==> config.mk <==
export PLATFORM = sky130hd
export DESIGN_NAME = piece_sequencer
export DESIGN_NICKNAME = d
export VERILOG_FILES = /design/src/rtl/piece_sequencer.sv
export SDC_FILE = /design/constraint.sdc
export NUM_CORES = 1
export LEC_CHECK = 0
export CORE_MARGIN = 10
export CORE_UTILIZATION = 45
export DETAILED_ROUTE_END_ITERATION = 16
export PLACE_DENSITY_LB_ADDON = 0.1
export SLEW_MARGIN = 20
export SYNTH_ARGS = -nofsm -noshare
export SYNTH_HDL_FRONTEND = slang
export SYNTH_SLANG_ARGS = --single-unit
==> constraint.sdc <==
create_clock -name Clk -period 15.3 [get_ports Clk]
set_input_delay 2.295 -clock Clk [delete_from_list [all_inputs] [get_ports Clk]]
set_output_delay 2.295 -clock Clk [all_outputs]
set_load 0.02 [all_outputs]
==> src/rtl/piece_sequencer.sv <==
// piece_sequencer: 7-bag tetromino randomizer with preview queue, hold slot and
// rotation tracking. Feeds type/rotation into the piece-shape ROM.
// Optional feature: define SEED_LOAD_EN to add seed_load/seed ports that reseed
// the LFSR and restart the fill sequence.
module piece_sequencer #(
  parameter int unsigned PREVIEW = 3
) (
  input  logic                   Clk,
  input  logic                   Reset,
  input  logic                   spawn_req,
  input  logic                   hold_req,
  input  logic                   rot_cw,
  input  logic                   rot_ccw,
`ifdef SEED_LOAD_EN
  input  logic                   seed_load,
  input  logic [15:0]            seed,
`endif
  output logic                   ready,
  output logic [2:0]             cur_ptype,
  output logic [1:0]             rot_state,
  output logic [3*PREVIEW-1:0]   next_ptypes,
  output logic [2:0]             hold_ptype,
  output logic                   hold_valid,
  output logic                   hold_used,
  output logic [6:0]             bag_mask
);

  localparam logic [15:0] LfsrInit = 16'hACE1;
  localparam logic [15:0] LfsrTaps = 16'hB400;

  typedef enum logic [0:0] {StFill, StReady} state_e;

  state_e                   state_q, state_d;
  logic [15:0]              lfsr_q, lfsr_d;
  logic [6:0]               mask_q, mask_d;
  logic [2:0]               cur_q, cur_d;
  logic [1:0]               rot_q, rot_d;
  logic [PREVIEW-1:0][2:0]  slots_q, slots_d;
  logic [2:0]               hold_q, hold_d;
  logic                     hold_valid_q, hold_valid_d;
  logic                     hold_used_q, hold_used_d;
  logic [2:0]               fill_cnt_q, fill_cnt_d;

  logic [2:0]  count;
  logic [2:0]  r;
  logic [2:0]  seen;
  logic [2:0]  draw_type;
  logic [6:0]  mask_after;
  logic [6:0]  mask_drawn;

  // Draw: pick the r-th remaining piece of the bag, reload the bag when emptied
  always_comb begin
    count = 3'd0;
    for (int i = 0; i < 7; i++) begin
      count = count + {2'b00, mask_q[i]};
    end
    r         = 3'(lfsr_q[7:0] % {5'd0, count});
    seen      = 3'd0;
    draw_type = 3'd0;
    for (int i = 0; i < 7; i++) begin
      if (mask_q[i]) begin
        if (seen == r) draw_type = 3'(i);
        seen = seen + 3'd1;
      end
    end
    mask_after = mask_q & ~(7'd1 << draw_type);
    mask_drawn = (mask_after == 7'd0) ? 7'h7F : mask_after;
  end

  // Next-state: fill sequencing, then spawn > hold > rotate command priority
  always_comb begin
    logic draw_en;
    logic advance;
    state_d      = state_q;
    lfsr_d       = {1'b0, lfsr_q[15:1]} ^ (lfsr_q[0] ? LfsrTaps : 16'h0000);
    cur_d        = cur_q;
    rot_d        = rot_q;
    slots_d      = slots_q;
    hold_d       = hold_q;
    hold_valid_d = hold_valid_q;
    hold_used_d  = hold_used_q;
    fill_cnt_d   = fill_cnt_q;
    draw_en      = 1'b0;
    advance      = 1'b0;

    unique case (state_q)
      StFill: begin
        draw_en = 1'b1;
        if (fill_cnt_q == 3'd0) cur_d = draw_type;
        for (int k = 0; k < int'(PREVIEW); k++) begin
          if (fill_cnt_q == 3'(k + 1)) slots_d[k] = draw_type;
        end
        fill_cnt_d = fill_cnt_q + 3'd1;
        if (fill_cnt_q == 3'(PREVIEW)) state_d = StReady;
      end
      StReady: begin
        if (spawn_req) begin
          advance     = 1'b1;
          rot_d       = 2'd0;
          hold_used_d = 1'b0;
        end else if (hold_req && !hold_used_q) begin
          rot_d       = 2'd0;
          hold_used_d = 1'b1;
          if (!hold_valid_q) begin
            hold_d       = cur_q;
            hold_valid_d = 1'b1;
            advance      = 1'b1;
          end else begin
            // Swap without touching the queue or the bag
            cur_d  = hold_q;
            hold_d = cur_q;
          end
        end else if (rot_cw ^ rot_ccw) begin
          rot_d = rot_cw ? rot_q + 2'd1 : rot_q - 2'd1;
        end
      end
      default: state_d = StFill;
    endcase

    if (advance) begin
      draw_en = 1'b1;
      cur_d   = slots_q[0];
      for (int k = 0; k < int'(PREVIEW) - 1; k++) begin
        slots_d[k] = slots_q[k + 1];
      end
      slots_d[PREVIEW-1] = draw_type;
    end

    mask_d = draw_en ? mask_drawn : mask_q;

`ifdef SEED_LOAD_EN
    // Reseed behaves like a reset apart from the LFSR value
    if (seed_load) begin
      lfsr_d       = (seed == 16'h0000) ? LfsrInit : seed;
      state_d      = StFill;
      mask_d       = 7'h7F;
      cur_d        = 3'd0;
      rot_d        = 2'd0;
      slots_d      = '0;
      hold_d       = 3'd0;
      hold_valid_d = 1'b0;
      hold_used_d  = 1'b0;
      fill_cnt_d   = 3'd0;
    end
`endif
  end

  // State registers with synchronous active-high reset
  always_ff @(posedge Clk) begin
    if (Reset) begin
      state_q      <= StFill;
      lfsr_q       <= LfsrInit;
      mask_q       <= 7'h7F;
      cur_q        <= 3'd0;
      rot_q        <= 2'd0;
      slots_q      <= '0;
      hold_q       <= 3'd0;
      hold_valid_q <= 1'b0;
      hold_used_q  <= 1'b0;
      fill_cnt_q   <= 3'd0;
    end else begin
      state_q      <= state_d;
      lfsr_q       <= lfsr_d;
      mask_q       <= mask_d;
      cur_q        <= cur_d;
      rot_q        <= rot_d;
      slots_q      <= slots_d;
      hold_q       <= hold_d;
      hold_valid_q <= hold_valid_d;
      hold_used_q  <= hold_used_d;
      fill_cnt_q   <= fill_cnt_d;
    end
  end

  assign ready       = (state_q == StReady);
  assign cur_ptype   = cur_q;
  assign rot_state   = rot_q;
  assign next_ptypes = slots_q;
  assign hold_ptype  = hold_q;
  assign hold_valid  = hold_valid_q;
  assign hold_used   = hold_used_q;
  assign bag_mask    = mask_q;

endmodule

# After elaboration in Yosys (flattened, before gate mapping)
# Index checks and enable logic that the tools add are counted.
word_totals:
  ff_bits: 46
  in_bits: 6
  output_inout_bits: 27
  word_cells: 109
op_classes:
  add_sub_neg: 14
  div: 1
  n_eq_ne: 14
  n_shift: 1
  n_mux: 45
  bitwise: 6
  n_reduce_logical: 16
op_table:
  columns: ["op", "n"]
  rows:
  - ["3-bit 2-to-1 mux", 23]
  - ["3-bit by 1-bit adder with 3-bit output (second input constant)", 6]
  - ["3-bit equality test", 6]
  - ["9-bit 2-to-1 mux", 2]
  - ["16-bit 2-to-1 mux", 1]
  - ["15-bit by 16-bit XOR with 16-bit output", 1]
  - ["1-bit 2-to-1 mux", 13]
  - ["3-bit by 1-bit adder with 3-bit output", 4]
  - ["2-bit AND reduction", 5]
  - ["8-bit by 3-bit remainder unit with 8-bit output", 1]
  - ["2-bit 2-to-1 mux", 4]
  - ["2-bit nonzero test", 4]
  - ["7-bit AND", 1]
  - ["7-bit zero test", 1]
  - ["7-bit 2-to-1 mux", 1]
  - ["7-bit NOT", 1]
  - ["1-bit by 3-bit << shifter with 7-bit output (first input constant)", 1]
  - ["3-bit by 2-bit equality test with 1-bit output (second input constant)", 2]
  - ["3-bit by 1-bit inequality test with 1-bit output (second input constant)", 2]
  - ["3-bit one-hot mux with 2 select lines", 1]
  - ["4-bit AND reduction", 1]
  - ["2-bit by 1-bit adder with 3-bit output", 1]
  - ["3-bit by 1-bit equality test with 1-bit output (second input constant)", 1]
  - ["3-bit zero test", 1]
  - ["other kinds (12)", 13]

# Longest topological paths before layout
# Gate-level depths: netlist of run 1.
logic_depth:
  depth_word: 25
  depth_mapped: 62

# Least setup slack after synthesis of run 1
# OpenSTA, ideal clock, no wires.
synth_timing:
  kind: "reg2reg"
  from: "register mask_q[0] (netlist: bag_mask[0])"
  to: "register mask_q[2] (netlist: bag_mask[2])"
  setup_time_ns: 0.122
  arrival_ns: 13.420
  required_ns: 15.178
  path_slack_ns: 1.758
  path_stages_with_launch: 61
  path_buffers: 3
  synth_period_minus_slack_ns: 13.542
  cell_sequence: "dfxtp_1 > fa_1 > inv_1 > fa_1 > fa_1 > inv_1 > fa_1 > nor2_1 > o2bb2ai_2 > inv_1 > ha_1 > or3_1 > nand4_1 > o21ai_0 > ha_1 > or2_2 > a22oi_1 > o21ai_0 > (+25 left out) > o2111ai_1 > mux2i_1 > ha_1 > nand2_1 > nand2_1 > a21oi_1 > o211ai_1 > a211o_1 > or4_1 > buf_4 > mux2i_4 > xor2_1 > or4_1 > clkbuf_1 > and2_1 > a41oi_1 > a21oi_1 > a221o_1"
synth_via:
  elab_chain_len: 25
  word_cells_on_any_way: 41
synth_rtl:
  columns: ["item", "line_no", "rtl"]
  rows:
  - ["start: declaration", "35", "logic [6:0] mask_q, mask_d;"]
  - ["start signal: assignment", "164", "mask_q <= mask_d;"]
  - ["1-bit by 1-bit adder with 2-bit output", "55", "count = count + {2'b00, mask_q[i]};"]
  - ["2-bit by 1-bit adder with 3-bit output", "55", null]
  - ["3-bit by 1-bit adder with 3-bit output (4 in series)", "55", null]
  - ["8-bit by 3-bit remainder unit with 8-bit output", "57", "r = 3'(lfsr_q[7:0] % {5'd0, count});"]
  - ["3-bit equality test", "62", "if (seen == r) draw_type = 3'(i);"]
  - ["1-bit 2-to-1 mux", "62", null]
  - ["1-bit 2-to-1 mux", "61", "if (mask_q[i]) begin"]
  - ["3-bit 2-to-1 mux", "62", null]
  - ["(+6 left out)", null, null]
  - ["3-bit 2-to-1 mux", "61", null]
  - ["3-bit 2-to-1 mux", "62", null]
  - ["3-bit 2-to-1 mux", "61", null]
  - ["1-bit by 3-bit << shifter with 7-bit output", "66", "mask_after = mask_q & ~(7'd1 << draw_type);"]
  - ["7-bit NOT", "66", null]
  - ["7-bit AND (*)", "66", null]
  - ["7-bit zero test", "67", "mask_drawn = (mask_after == 7'd0) ? 7'h7F : mask_after;"]
  - ["7-bit 2-to-1 mux (*)", "67", null]
# Every way passes the cells marked *; elsewhere a longest branch is shown, timed or not.
# A chain may end at the register's enable or synchronous reset.

# Worst setup path after layout of run 1
# Ends and elaborated chain as after synthesis.

==> impl_metrics.csv, run 1 <==
group,metric,value,unit
floorplan,dieArea,13100,um2
route,wl_met1,4.65,mm
sta,finalCritPeriodShare,94.3,%
outcome,outcome,"completed",
synthesis,ys.flop_type,"dfxtp_1",
sta,slew_violations,0,
min_path,hold_path.class,"reg2reg",
final_layout,nets,564,
floorplan,ioPinCount,33,
clocking,cts_root_buf,"clkbuf_8",
final_layout,antenna_cells,0,
synthesis,ys_seq_area_share,22.9,%
place,dp_slack,0.357,ns
clocking,htree_levels,2,
sta,finClkSkew,0.00256,ns
place,place_area,4430,um2
clocking,cts_buffers,5,
critical_path,path_class,"reg2reg",
synthesis,synthCells,491,
synthesis,synth.top_cell.area_share,22.9,%
sta,layout_min_cycle_time,14.43,ns
min_path,worstHoldStart,"lfsr_q[12]$_SDFF_PP0_",
final_layout,finish.instance_area,4590,um2
sta,hold_viol_final,0,
synthesis,yosys-top-cells-area,"dfxtp_1 23%, ha_1 10%, mux2i_1 5.0%, nor2_1 4.6%, xnor2_1 4.4%",
floorplan,core-area,8720,um2
route,drt_wl_total,9.92,mm
clocking,cts_tree,"built",
synthesis,ys_ff_latch,46,
place,port_buffers,32,
critical_path,crit_required,15.48,ns
floorplan,fp.dieW,115,um
route,wl_per_cell,15.7,um
floorplan,row_count,34,
synthesis,yosysMostFrequentCell,"nor2_1",
critical_path,cpPeakStageDelay,0.58,ns
clocking,cts_buffer_depth,2,
critical_path,crit_start,"bag_mask[0]$_SDFFE_PP1P_",
synthesis,postSynthAreaPerCell,8.19,um2
route,dr.first_iter.drc_count,176,
final_layout,area_delta_synth_final,14.3,%
route,vias,3623,
place,gp_congestion,0.870,
clocking,postCtsHoldBufs,0,
synthesis,synth_area_leader_cell,"dfxtp_1",
sta,setup-violations-final,0,
route,viasPerCell,5.75,
sta,maxSlewHeadroom,54.1,%
sta,tightest_slew,0.684,ns
global_routing,grt_max_degree,44,
global_routing,grt_overflow_total,0,
sta,finalWorstSetupSlack,0.870,ns
synthesis,synthTopCellsByCount,"49 x nor2_1, 46 x dfxtp_1, 39 x nand2_1",
critical_path,cp-start-kind,"flip-flop",
critical_path,r2r-start,"bag_mask[0]$_SDFFE_PP1P_",
clocking,clk_pin_slew,0.08,ns
synthesis,yosysWarnings,0,
synthesis,synth_edf_count,0,
sta,max_freq,69.3,MHz
critical_path,cp_max_fo,8,
run,drv_cap,0,
critical_path,worst_path_max_delay_cell,"or4_4",
clocking,clkLatencyLatePin,0.29,ns
route,met2WireLength,4.68,mm
critical_path,worst_setup_path_end_kind,"flip-flop",
global_routing,grt_pass1_wl,16.9,mm
route,firstDrtPassIters,4,
floorplan,dieHeight,115,um
critical_path,crit_arrival,14.61,ns
route,drc,0,
synthesis,syn-num-nets,534,
place,hpwl,7.66,mm
route,wl_met3,459,um
synthesis,ys_types,81,
global_routing,grt_pass1_vias,3472,
synthesis,synthArstFlopShare,0,%
global_routing,antenna_found_initial,0,
final_layout,layout-drive-gt1-share,12.3,%
global_routing,grt_usage,14.9,%
critical_path,crit_top_cell,"ha_1",
route,dr.max_layer_used,"met4",
floorplan,start_util,46.1,%
synthesis,syn-cell-area,4020,um2
route,ant_nets,0,
clocking,clkSinkCount,46,
## cell type report
type                            instances  area [um2]
Clock inverter                          2        12.5
Sequential cell                        46         925
Fill cell                             805        4130
Tap cell                              108         135
Inverter                               37         139
Clock buffer                            6        82.6
Timing Repair Buffer                   42         395
Multi-Input combinational cell        389        2910
## per-stage QoR
step	hold slack [ns]	instances	setup TNS, ns	util, %
floorplan	0.389	491	0	-
global placement	0.393	617	0	50.8
detailed placement	0.398	617	0	50.8
CTS	0.418	625	0	51.9
global route	0.448	630	-0.236	52.7
finish	0.418	630	0	52.7
## cells by family (layout without fill, tap and decap cells)
logic type,count (synthesis),in the layout,share of synthesized area (%)
AOI/OAI and AO/OA,130,130,24.2
xor gates and xnor gates,27,27,6.22
adders and majority gates,37,37,12.4
buffers and inverters,56,87,5.54
DFF,46,46,22.9
muxes,25,25,6.94
and+or+nand+nor,170,170,21.7
## sequential cells by signal (all words and copies together) (netlist names)
name / cells
fill_cnt_q: 3
hold_valid: 1
bag_mask: 7
next_ptypes: 9
hold_used: 1
hold_ptype: 3
ready: 1
rot_state: 2
lfsr_q: 16
cur_ptype: 3
## placed cells by master (no fill, tap or decap), types with 4 or more instances in the layout
| cell type | n |
|---|---|
| nand3_1 | 6 |
| buf_4 | 10 |
| a22oi_1 | 5 |
| nor2b_1 | 8 |
| a21oi_1 | 16 |
| o21a_1 | 10 |
| a211oi_1 | 7 |
| nand2b_1 | 6 |
| inv_1 | 36 |
| o21ai_0 | 22 |
| nor4_1 | 4 |
| mux2i_1 | 18 |
| clkdlybuf4s50_1 | 32 |
| nand4_1 | 7 |
| or2_2 | 9 |
| fa_1 | 5 |
| nor2_1 | 47 |
| nor3_1 | 14 |
| and2_1 | 6 |
| o211ai_1 | 9 |
| a21o_1 | 7 |
| nand2_1 | 38 |
| xor2_1 | 6 |
| xnor2_1 | 20 |
| o21ai_1 | 6 |
| clkbuf_8 | 6 |
| dfxtp_1 | 43 |
| ha_1 | 32 |
| a31o_2 | 4 |
## metal layers
metal | vias up | global-route usage [%]
met3 | 12 | 2.78
met4 | 0 | 3.17
li1 | 1832 | -
met1 | 1698 | 20.1
met5 | - | 0
met2 | 81 | 24.0
## final timing paths
path / end / depth (start not counted) / slack (ns)
max: bag_mask[2]$_SDFFE_PP1P_ / 55 / 0.87
min: lfsr_q[11]$_SDFF_PP1_ / 1 / 0.42
max reg2reg: bag_mask[2]$_SDFFE_PP1P_ / 55 / 0.87
min reg2reg: lfsr_q[11]$_SDFF_PP1_ / 1 / 0.42
## what timing repair did
action	CTS	global route
resized for setup	0	11
endpoints found under the hold margin	0	0
setup endpoints to repair	0	19
buffers inserted	0	5
## worst max-delay path, delay by kind of cell (launching register included)
family	cells	cell delay [ns]
adders and majority gates	11	4.09
xor gates and xnor gates	1	0.46
muxes	3	0.97
AOI/OAI and AO/OA	17	3.61
buffers and inverters	5	0.47
DFF	1	0.39
and+or+nand+nor	18	4.32
Power of run 1 is left out: the tool's default activity adds up to more than one toggle a clock period on the data nets, which glitch-free logic cannot reach.
==> run 2: changes to the inputs <==
- ABC_CLOCK_PERIOD_IN_PS: default -> 15300
==> results of run 2 <==
Final layout, timing and power as in run 1 (identical DEF).
Power of run 2 is left out for the same reason.
==> run 3: changes to the inputs <==
==> constraint.sdc (replaced) <==
create_clock -name Clk -period 15.3 [get_ports Clk]
set_input_delay 3.06 -clock Clk [delete_from_list [all_inputs] [get_ports Clk]]
set_output_delay 3.06 -clock Clk [all_outputs]
set_load 0.02 [all_outputs]
==> results of run 3 <==
Final layout, timing and power as in run 1 (identical DEF).
Power of run 3 is left out for the same reason.
